File: src/rtl/rv_ctrl_pkg.sv
// Shared control definitions for the multi-cycle RISC-V sequencer:
// opcodes, state encoding and datapath mux-select encodings.
package rv_ctrl_pkg;

  localparam int OPC_W   = 7;
  localparam int STATE_W = 4;

  localparam logic [OPC_W-1:0] OP_LOAD   = 7'b0000011;
  localparam logic [OPC_W-1:0] OP_STORE  = 7'b0100011;
  localparam logic [OPC_W-1:0] OP_R      = 7'b0110011;
  localparam logic [OPC_W-1:0] OP_I_ALU  = 7'b0010011;
  localparam logic [OPC_W-1:0] OP_BRANCH = 7'b1100011;
  localparam logic [OPC_W-1:0] OP_JAL    = 7'b1101111;
  localparam logic [OPC_W-1:0] OP_JALR   = 7'b1100111;

  typedef enum logic [STATE_W-1:0] {
    S_FETCH    = 4'd0,
    S_DECODE   = 4'd1,
    S_MEMADR   = 4'd2,
    S_MEMRD    = 4'd3,
    S_MEMWB    = 4'd4,
    S_MEMWR    = 4'd5,
    S_EXEC_R   = 4'd6,
    S_EXEC_I   = 4'd7,
    S_ALUWB    = 4'd8,
    S_BRANCH   = 4'd9,
    S_JUMP     = 4'd10,
    S_JALR_TGT = 4'd11,
    S_TRAP     = 4'd12
  } state_e;

  typedef enum logic [1:0] {SRCA_PC = 2'b00, SRCA_OLD_PC = 2'b01, SRCA_RS1 = 2'b10} src_a_e;
  typedef enum logic [1:0] {SRCB_RS2 = 2'b00, SRCB_IMM = 2'b01, SRCB_FOUR = 2'b10} src_b_e;
  typedef enum logic [1:0] {OPC_ADD = 2'b00, OPC_SUB = 2'b01, OPC_FUNCT = 2'b10} op_class_e;
  typedef enum logic [1:0] {RES_ALUOUT = 2'b00, RES_MEM = 2'b01, RES_ALU = 2'b10} result_sel_e;

endpackage

File: src/rtl/mc_ctrl_fsm_if.sv
// Shared instruction/data memory port handshake between sequencer and memory.
interface mc_ctrl_fsm_if;
  logic o_mem_req;
  logic o_mem_wr_en;
  logic o_adr_src;
  logic i_mem_ready;

  modport master (output o_mem_req, output o_mem_wr_en, output o_adr_src, input i_mem_ready);
  modport slave  (input o_mem_req, input o_mem_wr_en, input o_adr_src, output i_mem_ready);
endinterface

File: src/rtl/mc_ctrl_next_state.sv
// Combinational next-state logic of the multi-cycle sequencer.
module mc_ctrl_next_state
  import rv_ctrl_pkg::*;
#(
  parameter int OP_CODE_WIDTH = 7
) (
  input  state_e                   state,
  input  logic [OP_CODE_WIDTH-1:0] op_code,
  input  logic                     mem_ready,
  output state_e                   next_state
);

  always_comb begin
    next_state = S_FETCH;
    case (state)
      S_FETCH:    next_state = mem_ready ? S_DECODE : S_FETCH;
      S_DECODE: begin
        if (op_code == OP_CODE_WIDTH'(OP_LOAD) || op_code == OP_CODE_WIDTH'(OP_STORE))
          next_state = S_MEMADR;
        else if (op_code == OP_CODE_WIDTH'(OP_R))      next_state = S_EXEC_R;
        else if (op_code == OP_CODE_WIDTH'(OP_I_ALU))  next_state = S_EXEC_I;
        else if (op_code == OP_CODE_WIDTH'(OP_BRANCH)) next_state = S_BRANCH;
        else if (op_code == OP_CODE_WIDTH'(OP_JAL))    next_state = S_JUMP;
        else if (op_code == OP_CODE_WIDTH'(OP_JALR))   next_state = S_JALR_TGT;
        else                                           next_state = S_TRAP;
      end
      S_MEMADR:   next_state = (op_code == OP_CODE_WIDTH'(OP_LOAD)) ? S_MEMRD : S_MEMWR;
      S_MEMRD:    next_state = mem_ready ? S_MEMWB : S_MEMRD;
      S_MEMWB:    next_state = S_FETCH;
      S_MEMWR:    next_state = mem_ready ? S_FETCH : S_MEMWR;
      S_EXEC_R:   next_state = S_ALUWB;
      S_EXEC_I:   next_state = S_ALUWB;
      S_ALUWB:    next_state = S_FETCH;
      S_BRANCH:   next_state = S_FETCH;
      S_JUMP:     next_state = S_ALUWB;
      S_JALR_TGT: next_state = S_JUMP;
      S_TRAP:     next_state = S_TRAP;
      default:    next_state = S_FETCH;
    endcase
  end

endmodule

File: src/rtl/mc_ctrl_fsm.sv
// Main sequencer for the multi-cycle RISC-V datapath; MC_CTRL_INSTRET_EN
// builds the retired-instruction counter, otherwise o_instret is 0.
//
// state    | meaning
// FETCH    | read instruction, load IR and PC+4
// DECODE   | branch/JAL target into ALUOut, dispatch on opcode
// MEMADR   | compute load/store address
// MEMRD    | data read
// MEMWB    | write load data to register file
// MEMWR    | data write
// EXEC_R   | register-register ALU op
// EXEC_I   | register-immediate ALU op
// ALUWB    | write ALUOut to register file
// BRANCH   | compare, take branch on zero
// JUMP     | load PC from ALUOut, compute link value
// JALR_TGT | compute rs1+imm target
// TRAP     | unsupported opcode, parked until reset
module mc_ctrl_fsm
  import rv_ctrl_pkg::*;
#(
  parameter int OP_CODE_WIDTH = 7,
  parameter int STATE_WIDTH   = 4,
  parameter int INSTRET_WIDTH = 32
) (
  input  logic                     i_clk,
  input  logic                     i_reset,
  input  logic [OP_CODE_WIDTH-1:0] i_op_code,
  input  logic                     i_alu_zero_flag,
  mc_ctrl_fsm_if.master            mem,
  output logic                     o_ir_wr_en,
  output logic                     o_pc_wr_en,
  output logic [1:0]               o_alu_src_a,
  output logic [1:0]               o_alu_src_b,
  output logic [1:0]               o_alu_op_class,
  output logic [1:0]               o_result_sel,
  output logic                     o_reg_file_wr_en,
  output logic                     o_illegal_instr,
  output logic [STATE_WIDTH-1:0]   o_state,
  output logic [INSTRET_WIDTH-1:0] o_instret
);

  state_e      state, next_state;
  logic        illegal;
  logic        req, wr, adr, ir_wr, pc_wr, rf_wr;
  src_a_e      src_a;
  src_b_e      src_b;
  op_class_e   op_class;
  result_sel_e res_sel;

  mc_ctrl_next_state #(.OP_CODE_WIDTH(OP_CODE_WIDTH)) u_next (
    .state      (state),
    .op_code    (i_op_code),
    .mem_ready  (mem.i_mem_ready),
    .next_state (next_state)
  );

  always_ff @(posedge i_clk) begin
    if (i_reset) begin
      state   <= S_FETCH;
      illegal <= 1'b0;
    end else begin
      state <= next_state;
      if (next_state == S_TRAP) illegal <= 1'b1;
    end
  end

  always_comb begin
    req = 1'b0; wr = 1'b0; adr = 1'b0; ir_wr = 1'b0; pc_wr = 1'b0; rf_wr = 1'b0;
    src_a = SRCA_PC; src_b = SRCB_RS2; op_class = OPC_ADD; res_sel = RES_ALUOUT;
    case (state)
      S_FETCH: begin
        req = 1'b1; src_b = SRCB_FOUR; res_sel = RES_ALU;
        ir_wr = mem.i_mem_ready;
        pc_wr = mem.i_mem_ready;
      end
      S_DECODE:   begin src_a = SRCA_OLD_PC; src_b = SRCB_IMM; end
      S_MEMADR:   begin src_a = SRCA_RS1; src_b = SRCB_IMM; end
      S_MEMRD:    begin req = 1'b1; adr = 1'b1; end
      S_MEMWB:    begin res_sel = RES_MEM; rf_wr = 1'b1; end
      S_MEMWR:    begin req = 1'b1; wr = 1'b1; adr = 1'b1; end
      S_EXEC_R:   begin src_a = SRCA_RS1; op_class = OPC_FUNCT; end
      S_EXEC_I:   begin src_a = SRCA_RS1; src_b = SRCB_IMM; op_class = OPC_FUNCT; end
      S_ALUWB:    rf_wr = 1'b1;
      S_BRANCH:   begin src_a = SRCA_RS1; op_class = OPC_SUB; pc_wr = i_alu_zero_flag; end
      S_JUMP:     begin pc_wr = 1'b1; src_a = SRCA_OLD_PC; src_b = SRCB_FOUR; end
      S_JALR_TGT: begin src_a = SRCA_RS1; src_b = SRCB_IMM; end
      default: ;
    endcase
    // Reset abandons any transfer in flight: nothing may be requested or written.
    if (i_reset) begin
      req = 1'b0; wr = 1'b0; adr = 1'b0; ir_wr = 1'b0; pc_wr = 1'b0; rf_wr = 1'b0;
      src_a = SRCA_PC; src_b = SRCB_RS2; op_class = OPC_ADD; res_sel = RES_ALUOUT;
    end
  end

  assign mem.o_mem_req    = req;
  assign mem.o_mem_wr_en  = wr;
  assign mem.o_adr_src    = adr;
  assign o_ir_wr_en       = ir_wr;
  assign o_pc_wr_en       = pc_wr;
  assign o_alu_src_a      = src_a;
  assign o_alu_src_b      = src_b;
  assign o_alu_op_class   = op_class;
  assign o_result_sel     = res_sel;
  assign o_reg_file_wr_en = rf_wr;
  assign o_illegal_instr  = illegal;
  assign o_state          = STATE_WIDTH'(state);

`ifdef MC_CTRL_INSTRET_EN
  logic                     retire;
  logic [INSTRET_WIDTH-1:0] instret;

  assign retire = (state == S_MEMWB) || (state == S_ALUWB) || (state == S_BRANCH) ||
                  ((state == S_MEMWR) && mem.i_mem_ready);

  always_ff @(posedge i_clk) begin
    if (i_reset)     instret <= '0;
    else if (retire) instret <= instret + 1'b1;
  end

  assign o_instret = instret;
`else
  assign o_instret = '0;
`endif

endmodule

File: src/flat_wrapper.sv
// flat-port wrapper written by rule: the top's interface ports become plain ports
module mc_ctrl_fsm_flat import rv_ctrl_pkg::*;
#(
  parameter int OP_CODE_WIDTH = 7,
  parameter int STATE_WIDTH   = 4,
  parameter int INSTRET_WIDTH = 32
)
  (i_clk, i_reset, i_op_code, i_alu_zero_flag, o_ir_wr_en, o_pc_wr_en, o_alu_src_a, o_alu_src_b, o_alu_op_class, o_result_sel, o_reg_file_wr_en, o_illegal_instr, o_state, o_instret, mem_o_mem_req, mem_o_mem_wr_en, mem_o_adr_src, mem_i_mem_ready);
  mc_ctrl_fsm_if mem_i ();
  input  logic i_clk;
  input  logic i_reset;
  input  logic [OP_CODE_WIDTH-1:0] i_op_code;
  input  logic i_alu_zero_flag;
  output logic o_ir_wr_en;
  output logic o_pc_wr_en;
  output logic [1:0] o_alu_src_a;
  output logic [1:0] o_alu_src_b;
  output logic [1:0] o_alu_op_class;
  output logic [1:0] o_result_sel;
  output logic o_reg_file_wr_en;
  output logic o_illegal_instr;
  output logic [STATE_WIDTH-1:0] o_state;
  output logic [INSTRET_WIDTH-1:0] o_instret;
  output wire logic [$bits(mem_i.o_mem_req)-1:0] mem_o_mem_req;
  output wire logic [$bits(mem_i.o_mem_wr_en)-1:0] mem_o_mem_wr_en;
  output wire logic [$bits(mem_i.o_adr_src)-1:0] mem_o_adr_src;
  input wire logic [$bits(mem_i.i_mem_ready)-1:0] mem_i_mem_ready;
  assign mem_o_mem_req = mem_i.o_mem_req;
  assign mem_o_mem_wr_en = mem_i.o_mem_wr_en;
  assign mem_o_adr_src = mem_i.o_adr_src;
  assign mem_i.i_mem_ready = mem_i_mem_ready;
  mc_ctrl_fsm #(.OP_CODE_WIDTH(OP_CODE_WIDTH), .STATE_WIDTH(STATE_WIDTH), .INSTRET_WIDTH(INSTRET_WIDTH)) u_core (.i_clk(i_clk), .i_reset(i_reset), .i_op_code(i_op_code), .i_alu_zero_flag(i_alu_zero_flag), .mem(mem_i), .o_ir_wr_en(o_ir_wr_en), .o_pc_wr_en(o_pc_wr_en), .o_alu_src_a(o_alu_src_a), .o_alu_src_b(o_alu_src_b), .o_alu_op_class(o_alu_op_class), .o_result_sel(o_result_sel), .o_reg_file_wr_en(o_reg_file_wr_en), .o_illegal_instr(o_illegal_instr), .o_state(o_state), .o_instret(o_instret));
endmodule
File: config.mk
export PLATFORM = sky130hd
export DESIGN_NAME = mc_ctrl_fsm_flat
export DESIGN_NICKNAME = d
export VERILOG_FILES = /design/src/rtl/rv_ctrl_pkg.sv /design/src/rtl/mc_ctrl_fsm_if.sv /design/src/rtl/mc_ctrl_next_state.sv /design/src/rtl/mc_ctrl_fsm.sv /design/src/flat_wrapper.sv
export SDC_FILE = /design/constraint.sdc
export NUM_CORES = 1
export LEC_CHECK = 0
export ABC_AREA = 1
export CAP_MARGIN = 0
export CORE_UTILIZATION = 32
export CTS_CLUSTER_DIAMETER = 150
export DETAILED_ROUTE_END_ITERATION = 12
export PLACE_DENSITY_LB_ADDON = 0.2
export SETUP_SLACK_MARGIN = 0.4
export SLEW_MARGIN = 30
export SYNTH_ARGS = -nofsm -noshare
export SYNTH_HDL_FRONTEND = slang
export SYNTH_HIERARCHICAL = 1
export SYNTH_SLANG_ARGS = --single-unit
File: constraint.sdc
create_clock -name i_clk -period 1.2 [get_ports i_clk]
set_input_delay 0.12 -clock i_clk [delete_from_list [all_inputs] [get_ports i_clk]]
set_output_delay 0.12 -clock i_clk [all_outputs]
set_load 0.01 [all_outputs]
==> Implementation_results.wiki <==
{| class="wikitable"
! Metric !! Value
|-
| Status || finished, violations left
|-
| Violations in the final reports || setup timing
|-
| Synth top cells by count || 37 x sky130_fd_sc_hd__nand2_1, 32 x sky130_fd_sc_hd__buf_4, 26 x sky130_fd_sc_hd__nor2_1
|-
| CP startpoint kind || flip-flop
|-
| Post-layout nets || 241
|-
| Core footprint || 2734 um2
|-
| Count of yosys warnings during synthesis || 6
|-
| Crit path buffers/inverters || 5
|-
| Clock period minus worst slack || 1.432 ns
|-
| Final worst clock skew || 0.001435 ns
|-
| Critical Path Source || u_core/o_state[3]
|-
| Highest Clock Rate || 698.5 MHz
|-
| Last weighted congestion value of the routability-driven placer || 0.8397
|-
| Yosys cell types || 21
|-
| Standard-cell rows || 19
|-
| Arithmetic-cell share of the synthesized area counting full adders, half adders and majority gates || 0%
|-
| Share of flip-flops with an asynchronous set or reset || 0%
|-
| Initial standard-cell utilization of the core || 33.78%
|-
| Unrepaired setup endpoints after global routing || yes
|-
| Clock latency of the later-clocked register in the worst-skew pair || 0.23 ns
|-
| Routed via count divided by cell count || 4.523
|-
| TritonRoute pass-1 iters || 4
|-
| Prevailing post-synth register cell || sky130_fd_sc_hd__dfxtp_1
|-
| Total number of vias || 1,176
|-
| Final setup TNS || -3.108 ns
|-
| Die Y || 55.72 um
|-
| Series of cell instances along the critical path || buf_6, buf_6, nor2_4, inv_4, nor2_8, nand2_4, nand2_2, nand2_1, nand2_1, inv_2, buf_4, nor2_2
|-
| Final setup viols || 19
|-
| Worst hold slack || 0.4557 ns
|-
| Count of H-tree levels built during CTS || 1
|-
| Gate Count Post-Synth || 166
|-
| Area of combinational cells with multiple inputs || 812.0 um2
|-
| Register clock-pin slew on the reported worst setup and hold paths || 0.04 ns
|-
| Met3 routed wirelength || 188 um
|-
| Peak VDD IR || 0.5650 mV
|-
| Total routing resource utilization after global routing || 16.74%
|-
| Main combinational cell family by area after synthesis || simple AND/OR/NAND/NOR gates
|-
| Root Driver || sky130_fd_sc_hd__clkbuf_4
|-
| Ratio of final minimum period to clock period || 119.3%
|-
| Routed met1 length || 1124 um
|-
| Proportion of synthesized area in mux cells || 0%
|-
| Compound-gate portion of the synthesized area || 6.233%
|-
| Final worst setup slack || -0.2317 ns
|-
| First-pass GRT wire length || 4243 um
|-
| R2r setup slk || -0.23 ns
|-
| Data required, critical path || 1.37 ns
|-
| Terminating pin of the worst hold path || u_core/o_illegal_instr
|-
| Cell types with the largest area share after synthesis || sky130_fd_sc_hd__buf_4 26%, sky130_fd_sc_hd__nand2_1 15%, sky130_fd_sc_hd__dfxtp_1 11%
|-
| Worst Hold Launch || u_core/o_illegal_instr
|-
| Number of clock sinks || 5
|-
| Final antenna-violating net count || 0
|-
| Top Metal Used || met4
|-
| Logic depth of the worst path, buffers included || 12
|-
| Area overhead of the layout relative to synthesis || 76.56%
|-
| CP Max Fanout || 4
|-
| Die boundary width || 55.72 um
|-
| Synth top area share || 26.02%
|-
| LEAKAGE || 0.8344 nW
|-
| Share of cells above drive strength 1 || 50.66%
|-
| Worst reg-to-reg path cell count || 12
|-
| Antenna diode count || 0
|-
| Number of pins exceeding their max-slew limit in the final report || 0
|-
| Arrival time of the worst setup path || 1.60 ns
|-
| FF+latch area || 116.4 um2
|-
| Filler cell count in the final layout || 239
|-
| Detailed-route wire length per cell || 11.54 um
|-
| Top cell family by delay on the critical path || simple AND/OR/NAND/NOR gates
|-
| DRC violations left || 0
|-
| Worst Hold Class || reg2reg
|-
| Post-layout total power || 0.0009362 W
|-
| Via count of the first global-routing pass || 989
|-
| IO buf count || 29
|-
| Worst Hold Path Cells || 2
|-
| Worst reg2reg path startpoint || u_core/o_state[3]
|-
| Number of buffers added to fix hold violations after cts || 0
|-
| Number of CTS-inserted buffers || 3
|-
| WL final || 3000 um
|-
| Start-to-end type of the worst setup path || reg2reg
|-
| Drt first-iter violations || 41
|-
| Number of top-level design ports || 62
|-
| Flops & latches, synth || 5
|-
| Dominant cell by count in the synthesized netlist || sky130_fd_sc_hd__nand2_1
|-
| Total of max-cap violations || 0
|-
| Simple-gate share of the synthesized area || 46.34%
|-
| Maximum number of pins on one net before global-route repair || 9
|-
| Remaining Overflow, GRT || 0
|-
| Terminus of the critical flop-to-flop path || u_core/o_state[0]
|-
| Metal2 WL || 1641 um
|-
| Cell type with the highest aggregate area in the netlist || sky130_fd_sc_hd__buf_4
|-
| Maximum clock insertion buffer count || 2
|-
| Post-synthesis average cell area || 5.563 um2
|-
| Critical path's largest stage delay || 0.36 ns
|-
| Power Dens Cells || 574.2 nW/um2
|-
| Parity-gate share of the synthesized area counting xor and xnor cells || 0%
|-
| Mapped cell area || 923.4 um2
|-
| Cell with the largest stage delay on the worst path || sky130_fd_sc_hd__dfxtp_4
|-
| Initial antenna violation count || 0
|-
| Die footprint || 3104 um2
|-
| TritonCTS clock tree || built
|-
| Util after Layout || 59.63%
|-
| Detailed-placement wirelength estimate || 1909 um
|-
| Final hold violation count || 0
|-
| Number of flops mapped to enable cells by yosys || 0
|-
| Worst Setup End Kind || flip-flop
|-
| Part of the Yosys area used for sequential elements || 10.84%
|}
## power breakdown
| group | switching [W] | internal [W] | total, W |
|---|---|---|---|
| registers | 0.0000213 | 0.000172 | 0.000193 |
| clock network | 0.0000605 | 0.000125 | 0.000186 |
| logic | 0.000303 | 0.000254 | 0.000558 |
## cell type report
| class | instances | area share [%] |
|---|---|---|
| Inverter | 23 | 5.909 |
| Multi-Input combinational cell | 136 | 49.81 |
| Tap cell | 31 | 2.379 |
| Sequential cell | 5 | 7.137 |
| Timing Repair Buffer | 61 | 33.15 |
| Clock buffer | 4 | 1.612 |
## metrics by stage
stage / worst slack [ns] / instance area (um2) / cells
floorplan: 0.07236 / 1096 / 197
global placement: -0.3683 / 1345 / 246
detailed placement: -0.4198 / 1345 / 246
CTS: -0.2392 / 1478 / 256
global route: -0.3290 / 1630 / 260
finish: -0.2317 / 1630 / 260
## kinds of logic (layout without fill, tap and decap cells)
family	Yosys count	in the layout
other cells	1	32
flops	5	5
buf+inv	56	88
compound gates	11	11
simple gates	93	93
## what timing repair did
action	CTS	global route
pin swaps	17	14
setup buffers	6	4
gates resized for setup	119	27
setup endpoints to repair	24	24
## metal layers
metal / track usage, % / vias up
met2: 31.84 / 55
li1: - / 576
met3: 2.093 / 5
met4: 2.143 / 0
met1: 20.37 / 540
met5: 0 / -
## worst reg2reg max path, cell delays in order (launching register included)
cell	delay [ns]
sky130_fd_sc_hd__dfxtp_4	0.36
sky130_fd_sc_hd__buf_6	0.12
sky130_fd_sc_hd__buf_6	0.11
sky130_fd_sc_hd__nor2_4	0.14
sky130_fd_sc_hd__inv_4	0.07
sky130_fd_sc_hd__nor2_8	0.12
sky130_fd_sc_hd__nand2_4	0.07
sky130_fd_sc_hd__nand2_2	0.06
sky130_fd_sc_hd__nand2_1	0.04
sky130_fd_sc_hd__nand2_1	0.06
sky130_fd_sc_hd__inv_2	0.04
sky130_fd_sc_hd__buf_4	0.12
sky130_fd_sc_hd__nor2_2	0.06
## worst max path at each step
stage                                   endpoint  slack, ns
after floorplan           u_core/o_illegal_instr       0.07
after global placement         o_alu_op_class[1]      -0.37
after detailed placement              o_pc_wr_en      -0.42
after CTS                      u_core/o_state[0]      -0.24
after global routing           u_core/o_state[0]      -0.33
final                          u_core/o_state[0]      -0.23
## layout by cell type, fill, tap and decap left out, drive strengths merged
| cell type | n |
|---|---|
| a21oi | 7 |
| buf | 51 |
| clkbuf | 4 |
| clkdlybuf4s50 | 10 |
| conb | 32 |
| dfxtp | 5 |
| inv | 23 |
| nand2 | 39 |
| nand3 | 16 |
| nand4 | 2 |
| nor2 | 32 |
| nor3 | 4 |
| o211ai | 1 |
| o21ai | 3 |
## sequential cells by signal, summed over array words and instances (netlist names)
| signal | cells |
|---|---|
| u_core/o_state | 4 |
| u_core/o_illegal_instr | 1 |
(Power assumes the default switching activity.)
